`src/rtl/mem_stall_ctrl.sv`:
```
// Data-memory access controller: stalls the pipeline while a load/store is outstanding.
// Optional access timeout is enabled by defining MEM_TIMEOUT_EN.
module mem_stall_ctrl #(
  parameter logic [7:0] TIMEOUT_CYC = 8'd255
) (
  input  logic        clk_i,
  input  logic        rst_i,
  input  logic        MemRead_i,
  input  logic        MemWrite_i,
  input  logic [31:0] addr_i,
  input  logic [31:0] wrdata_i,
  output logic        mem_req_o,
  output logic        mem_we_o,
  output logic [31:0] mem_addr_o,
  output logic [31:0] mem_wdata_o,
  input  logic        mem_ack_i,
  input  logic [31:0] mem_rdata_i,
  output logic [31:0] rddata_o,
  output logic        stall_o,
  output logic        timeout_o
);

  localparam int DATA_W = 32;
  localparam logic [DATA_W-1:0] ABORT_DATA = 32'hDEAD_BEEF;

  typedef enum logic [1:0] {
    IDLE   = 2'd0,
    ACCESS = 2'd1,
    DONE   = 2'd2
  } state_t;

  state_t state, state_nxt;

  logic              req_any;
  logic              start;
  logic              to_hit;
  logic              we_q;
  logic [DATA_W-1:0] addr_q;
  logic [DATA_W-1:0] wdata_q;
  logic [DATA_W-1:0] rddata_q;

  assign req_any = MemRead_i | MemWrite_i;
  assign start   = (state == IDLE) && req_any;

`ifdef MEM_TIMEOUT_EN
  logic [7:0] to_cnt;
  logic       timeout_q;

  // Limit is reached on the TIMEOUT_CYC-th ACCESS cycle; an ack in that cycle wins.
  assign to_hit = (state == ACCESS) && !mem_ack_i && (to_cnt == TIMEOUT_CYC - 8'd1);

  always_ff @(posedge clk_i or posedge rst_i) begin
    if (rst_i) begin
      to_cnt <= 8'd0;
    end else if (start) begin
      to_cnt <= 8'd0;
    end else if ((state == ACCESS) && !mem_ack_i) begin
      to_cnt <= to_cnt + 8'd1;
    end
  end

  // Set only on the forced ACCESS->DONE edge, so it is high for that DONE cycle alone.
  always_ff @(posedge clk_i or posedge rst_i) begin
    if (rst_i) begin
      timeout_q <= 1'b0;
    end else begin
      timeout_q <= to_hit;
    end
  end

  assign timeout_o = timeout_q;
`else
  logic unused_timeout_cyc;

  assign unused_timeout_cyc = ^TIMEOUT_CYC;
  assign to_hit             = 1'b0;
  assign timeout_o          = 1'b0;
`endif

  always_ff @(posedge clk_i or posedge rst_i) begin
    if (rst_i) begin
      state <= IDLE;
    end else begin
      state <= state_nxt;
    end
  end

  // DONE ignores the request lines: they still belong to the instruction just completed.
  always_comb begin
    state_nxt = state;
    unique case (state)
      IDLE:    if (req_any) state_nxt = ACCESS;
      ACCESS:  if (mem_ack_i || to_hit) state_nxt = DONE;
      DONE:    state_nxt = IDLE;
      default: state_nxt = IDLE;
    endcase
  end

  // The IDLE stall term is combinational so the pipeline freezes in the request cycle.
  always_comb begin
    mem_req_o = 1'b0;
    mem_we_o  = 1'b0;
    stall_o   = 1'b0;
    unique case (state)
      IDLE: begin
        stall_o = req_any & ~rst_i;
      end
      ACCESS: begin
        mem_req_o = 1'b1;
        mem_we_o  = we_q;
        stall_o   = 1'b1;
      end
      default: begin
        mem_req_o = 1'b0;
      end
    endcase
  end

  // Write takes priority when both request lines are raised together.
  always_ff @(posedge clk_i or posedge rst_i) begin
    if (rst_i) begin
      addr_q  <= '0;
      wdata_q <= '0;
      we_q    <= 1'b0;
    end else if (start) begin
      addr_q  <= addr_i;
      wdata_q <= wrdata_i;
      we_q    <= MemWrite_i;
    end
  end

  always_ff @(posedge clk_i or posedge rst_i) begin
    if (rst_i) begin
      rddata_q <= '0;
    end else if ((state == ACCESS) && !we_q) begin
      if (mem_ack_i) begin
        rddata_q <= mem_rdata_i;
      end else if (to_hit) begin
        rddata_q <= ABORT_DATA;
      end
    end
  end

  assign mem_addr_o  = addr_q;
  assign mem_wdata_o = wdata_q;
  assign rddata_o    = rddata_q;

endmodule

```
`config.mk`:
```
export PLATFORM = sky130hd
export DESIGN_NAME = mem_stall_ctrl
export DESIGN_NICKNAME = d
export VERILOG_FILES = /design/src/rtl/mem_stall_ctrl.sv
export SDC_FILE = /design/constraint.sdc
export NUM_CORES = 1
export LEC_CHECK = 0
export BUFFER_PORTS_ARGS = -buffer_cell sky130_fd_sc_hd__buf_2
export CORE_MARGIN = 10
export CORE_UTILIZATION = 48
export CTS_CLUSTER_SIZE = 25
export DETAILED_ROUTE_END_ITERATION = 16
export GPL_ROUTABILITY_DRIVEN = 0
export PLACE_DENSITY = 0.82
export SKIP_LAST_GASP = 1
export SLEW_MARGIN = 0
export SYNTH_ARGS = -nofsm -noshare
export SYNTH_HDL_FRONTEND = slang
export SYNTH_SLANG_ARGS = --single-unit
```
`constraint.sdc`:
```
create_clock -name clk_i -period 8.25 [get_ports clk_i]
set_clock_uncertainty 0.05 [all_clocks]
set_input_delay 0.4125 -clock clk_i [delete_from_list [all_inputs] [get_ports clk_i]]
set_output_delay 0.4125 -clock clk_i [all_outputs]
set_load 0.01 [all_outputs]
```
==> results of run 1 <==
-- report_power, final --
part           internal (mW)  switching, mW  total (mW)
Sequential             0.724          0.113       0.837
Clock                  0.105          0.154       0.259
Combinational          0.392          0.362       0.754
Total                   1.22          0.628        1.85
-- synth_stat cells --
library cell | number | area, sq um
a22o_2 | 1 | 10.01
buf_6 | 3 | 33.78
o21ai_2 | 1 | 8.760
mux2_1 | 6 | 67.56
conb_1 | 1 | 3.750
nand2_1 | 1 | 3.750
a211oi_1 | 1 | 7.510
nor3_1 | 1 | 5.000
dfrtp_1 | 99 | 2477
nor2_1 | 1 | 3.750
a21oi_1 | 1 | 5.000
and2_1 | 2 | 12.51
and3b_1 | 1 | 8.760
nor2b_4 | 1 | 13.76
inv_1 | 2 | 7.510
mux2_2 | 90 | 1013
o21ai_0 | 1 | 5.000
buf_4 | 2 | 15.01
clkbuf_8 | 6 | 82.58
-- cell type report --
cell class                      instances  area, sq um
Clock buffer                            9        123.9
Clock inverter                          5        32.53
Inverter                                2        10.01
Multi-Input combinational cell        109         1176
Fill cell                             620         2721
Sequential cell                        99         2477
Timing Repair Buffer                  202         1018
Tap cell                              102        127.6
-- state kept, by name, indices dropped and copies added, names as in the netlist --
register,flops
mem_addr_o,32
we_q,1
rddata_o,32
state,2
mem_wdata_o,32
-- worst min path at each step --
stage                             start                     endpoint  slack [ns]  cells past startpoint
2_1_floorplan          we_q$_DFFE_PP0P_             we_q$_DFFE_PP0P_        0.43                      1
3_5_place_dp   rddata_o[14]$_DFFE_PP0P_     rddata_o[14]$_DFFE_PP0P_        0.43                      1
5_1_grt                           rst_i    mem_addr_o[1]$_DFFE_PP0P_        0.09                      2
6_report                          rst_i  mem_wdata_o[10]$_DFFE_PP0P_        0.06                      2
3_3_place_gp   rddata_o[21]$_DFFE_PP0P_     rddata_o[21]$_DFFE_PP0P_        0.41                      1
4_1_cts                           rst_i   mem_addr_o[28]$_DFFE_PP0P_        0.08                      2
-- cells by family (layout without fill, tap and decap cells) --
kind of cell / Yosys count / count (layout) / synth area share
mux: 96 / 96 / 0.2856
buf+inv: 13 / 218 / 0.03669
flops: 99 / 99 / 0.6545
compound gates: 5 / 5 / 0.009586
simple gates: 7 / 7 / 0.01256
other cells: 1 / 1 / 0.0009908
-- stage by stage --
step	setup WS [ns]	hold WS (ns)	area, sq um	util	total power [mW]
2_1_floorplan	4.682	0.4270	3785	-	1.280
3_3_place_gp	6.320	0.4137	4810	0.6257	1.588
3_5_place_dp	6.299	0.4254	4810	0.6257	1.626
4_1_cts	6.303	0.07534	4966	0.6460	1.888
5_1_grt	6.138	0.09488	4966	0.6460	1.985
6_report	6.340	0.06114	4966	0.6460	1.850
-- per-layer routing --
metal  track usage  part of all wire
met2        0.2655              0.52
met1        0.1698              0.36
met3       0.06372              0.11
met4       0.05179             0.012
met5             0                 0
==> flow_summary.yaml, run 1 <==
critical_path:
  setup.worst_path.end_class: "primary output"
  reg2reg_depth: 4
  worstSetupPathDepth: 5
  reg2reg_setup_slack_ns: 6.36
  timing.rr.start: "state[1]$_DFFE_PP0P_"
  cp.arrival_ns: 1.45
  crit_path_cell_trace: "buf_2, inv_4, o21ai_0, a21oi_1, buf_2"
  start_kind: "primary input"
  endpoint: "stall_o"
  crit_family: "buffers and inverters"
  path_max_fanout: 46
  path_buf_inv: 3
  setup.worst_path.class: "primary input to primary output"
  slowest_delay_ns: 0.40
  critical_path.startpoint: "rst_i"
  cpMostUsedCell: "buf_2"
  worstPathRequired_ns: 7.79
  worstReg2RegEnd: "mem_addr_o[21]$_DFFE_PP0P_"
  cpMaxStageDelayCell: "inv_4"
clock_network:
  post-cts-setup-buffers: 0
  clk_latency_ns: 0.34
  hold_buffers: 0
  cts.sinks: 99
  cts_resized: 0
  cts_tree: "built"
  cts_made_buffers: 9
  clkSlewWorstSetupHoldPaths_ns: 0.09
  clockBufferDepth: 2
  clock-root-buffer: "clkbuf_8"
  cts_max_level: 3
layout:
  fin_nets: 524
  final_common_cell: "buf_2"
  diodes: 0
  fin_cells: 528
  final_cell_mix: "buf_2 (199), dfrtp_1 (99), mux2_2 (90)"
  syn2layout_area_growth_pct: 31.21
  drive_gt1_frac: 0.7277
drt:
  drc: 0
  dr.pass1.iters: 4
  antenna_left: 0
  finalWirelength_mm: 9.452
  wl_per_cell_microns: 17.90
  drt_iter0_drc: 65
  num_vias: 2536
  vias_per_cell: 4.803
global_route:
  first_global_vias: 2727
  grt_pass1_wl_mm: 14.16
  grt_usage: 0.1544
  grt_max_degree: 65
  grt_overflow: 0
  grt_antenna_before_repair: 0
floorplan:
  core_sq_um: 7687
  die_x_microns: 108.8
  row_count: 32
  die_h_microns: 108.8
  start_util: 0.4924
  design.die.area_sq_um: 11840
  ios: 201
synthesis:
  synthesis.nets: 322
  yosys_warnings: 0
  ys_seq_area_frac: 0.6545
  synth.distinct_cells: 19
  synth-seq-cells: 99
  syn_area_per_cell_sq_um: 17.13
  synth.cell_area_sq_um: 3785
  syn_inst: 221
placed_design:
  dp_hpwl_mm: 7.587
  placed_cells: 514
  io_buffers: 199
run_status:
  outcome: "finished, final reports clean"
sta:
  grt_setup_unrepaired: "false"
  period_minus_slack_ns: 1.910
  tns_ns: 0
  slew_viol_final: 0
  period_share: 0.2316
  setup_viol: 0
  fmax_ghz: 0.5234
  hold_viol: 0
  slew_headroom: 0.4716
  worst-slew-pin-transition_ns: 0.7926
pwr:
  peakVddDrop_v: 0.0001805
  power_density_nw_per_um2: 372.6
  p_leak_nw: 2.474
job:
  max_cap_viol_count: 0
min_path:
  hold_class: "primary input to async pin"
No activity file was read; power rests on OpenSTA's default activity.
==> run 2, diff against run 1 <==
Settings changed: ABC_AREA set to 1, CORE_UTILIZATION 48 to 41, PLACE_DENSITY 0.82 to 0.73.
Clock period 8.25 ns to 1.6 ns, I/O delays scaled along.
==> flow_summary.yaml, run 2 <==
clock_network:
  cts_made_buffers: 9
  cts.sinks: 99
  clk_latency_ns: 0.35
  clockBufferDepth: 2
  clock-root-buffer: "clkbuf_8"
  cts_max_level: 3
  cts_tree: "built"
  clkSlewWorstSetupHoldPaths_ns: 0.09
floorplan:
  row_count: 36
  die_x_microns: 118.9
  ios: 201
  die_h_microns: 118.9
  start_util: 0.4161
  design.die.area_sq_um: 14140
  core_sq_um: 9639
drt:
  dr.pass1.iters: 5
  wl_per_cell_microns: 16.66
  drc: 0
  drt_iter0_drc: 467
  antenna_left: 0
  finalWirelength_mm: 14.54
  num_vias: 4266
  vias_per_cell: 4.887
synthesis:
  synth_fa_ha_area_frac: 0
  yosys.area_share.simple: 0.3228
  yosysTopAreaCellShare: 0.6176
  synth-seq-cells: 99
  synth_top_family_by_area: "simple AND/OR/NAND/NOR gates"
  yosys_warnings: 0
  synthesis.nets: 544
  synth-compound-area-share: 0.002495
  muxShareOfSynthArea: 0
  ys_seq_area_frac: 0.6176
  syn_area_per_cell_sq_um: 9.055
  synth_xor_area_frac: 0
  yosys-top-cells-count: "nand2_1 (195), dfrtp_1 (99), nand3_1 (65), nand4_1 (33), buf_2 (18)"
  synth.cell_area_sq_um: 4011
  synthArstFlopShare: 1.000
  synth_flop_cell: "dfrtp_1"
  synthTopCellsByArea: "dfrtp_1 (62%), nand2_1 (18%), nand3_1 (8.1%)"
  synth.distinct_cells: 17
  synth.most_common_cell: "nand2_1"
  synth_edf_count: 0
  yosysTopAreaCell: "dfrtp_1"
  syn_inst: 443
sta:
  grt_setup_unrepaired: "false"
  slew_viol_final: 0
  setup_slack_ns: 0.1277
  period_minus_slack_ns: 1.472
  hold_ws_ns: 0.2651
  fmax_ghz: 0.6792
  tns_ns: 0
  setup_viol: 0
  slew_headroom: 0.6585
  period_share: 0.9202
  worst-slew-pin-transition_ns: 0.5122
  hold_viol: 0
critical_path:
  cpMaxStageDelayCell: "dfrtp_1"
  crit_family: "flip-flops"
  path_max_fanout: 25
  worstSetupPathDepth: 4
  reg2reg_depth: 5
  start_kind: "flip-flop"
  path_buf_inv: 3
  setup.worst_path.end_class: "primary output"
  slowest_delay_ns: 0.44
  worstPathRequired_ns: 1.47
  cp.arrival_ns: 1.34
  crit_path_cell_trace: "inv_2, nor2_4, buf_12, buf_2"
  setup.worst_path.class: "flip-flop to primary output"
layout:
  fin_area_sq_um: 6294
  syn2layout_area_growth_pct: 56.89
  final_common_cell: "buf_2"
  fillers: 805
  finish.utilization: 0.6529
  drive_gt1_frac: 0.3224
  fin_cells: 873
  fin_nets: 831
  final_cell_mix: "buf_2 (199), nand2_1 (194), dlygate4sd3_1 (99), dfrtp_1 (99), nand3_1 (65)"
run_status:
  outcome: "finished, final reports clean"
placed_design:
  dp_hpwl_mm: 9.054
  dp_slack_ns: 0.2799
  place_area_sq_um: 5117
  placed_cells: 752
  io_buffers: 199
global_route:
  grt_antenna_before_repair: 5
  grt_max_degree: 100
  grt_overflow: 0
  grt_usage: 0.1997
  grt_pass1_wl_mm: 23.16
  first_global_vias: 4349
pwr:
  power_mw: 10.74
  peakVddDrop_v: 0.0007532
  p_leak_nw: 3.493
  power_density_nw_per_um2: 1706
min_path:
  hold_class: "primary input to flip-flop"
  min_path_cells: 6
job:
  max_cap_viol_count: 0
run 2: cell count changes after synthesis, sizes merged:
cell,delta
a211oi,-1
a21oi,-1
a22o,-1
and2,-2
and3b,-1
buf,+24
inv,+6
mux2,-96
nand2,+195
nand3,+65
nand4,+33
nor2,+3
nor2b,-1
nor3,-1
run 2: worst min-delay path: stages:
cell and delay (ns):
buf_2 0.10, inv_2 0.04, nand2_2 0.08, buf_4 0.21
nand3_1 0.08, nand2_1 0.05
run 2: area by class of cell:
type	count	area, sq um	area share
flip-flops and latches	99	2477	0.3936
repair buffers	311	2126	0.3378
multi-input cells	301	1316	0.2091
well taps	133	166.4	0.02644
clock buffers	11	131.4	0.02087
inverters	8	33.78	0.005368
clock inverters	5	30.03	0.004771
diodes	5	12.51	0.001988
run 2: final timing paths:
| path | start | end | slack, ns |
|---|---|---|---|
| min in group asynchronous | rst_i | rddata_o[7]$_DFFE_PP0P_ | 0.42 |
| worst max-delay path | state[0]$_DFFE_PP0P_ | mem_req_o | 0.13 |
| worst min-delay path | MemRead_i | mem_addr_o[1]$_DFFE_PP0P_ | 0.27 |
| worst max register to register | state[1]$_DFFE_PP0P_ | mem_addr_o[22]$_DFFE_PP0P_ | 0.27 |
| worst min register to register | mem_addr_o[11]$_DFFE_PP0P_ | mem_addr_o[11]$_DFFE_PP0P_ | 0.42 |
| max in group asynchronous | rst_i | mem_addr_o[9]$_DFFE_PP0P_ | 0.69 |
run 2: routing by layer:
layer / track usage / share of wire / vias up
met5: 0 / 0 / -
met1: 0.2236 / 0.38 / 1993
li1: - / - / 2013
met3: 0.07794 / 0.10 / 29
met2: 0.3296 / 0.49 / 231
met4: 0.09237 / 0.026 / 0
run 2: logic make-up after synthesis:
group,Yosys count
and+or+nand+nor,298
buffers and inverters,43
other,1
AOI/OAI and AO/OA,2
DFF,99
run 2: where the power goes:
part / total, mW / internal [mW] / switching [mW] / leakage (nW)
sequential: 4.37 / 3.70 / 0.671 / 1.23
combinational: 4.98 / 1.94 / 3.04 / 2.19
clock: 1.40 / 0.559 / 0.837 / 0.0791
run 2: what timing repair did:
| item | CTS | global route |
|---|---|---|
| pin swaps | 1 | 0 |
| gates resized for setup | 0 | 1 |
| cloned | 0 | 0 |
| buffers inserted | 1 | 0 |
| hold buffers | 99 | 0 |
| endpoints found under the hold margin | 197 | 0 |
| setup endpoints to repair | 2 | 1 |
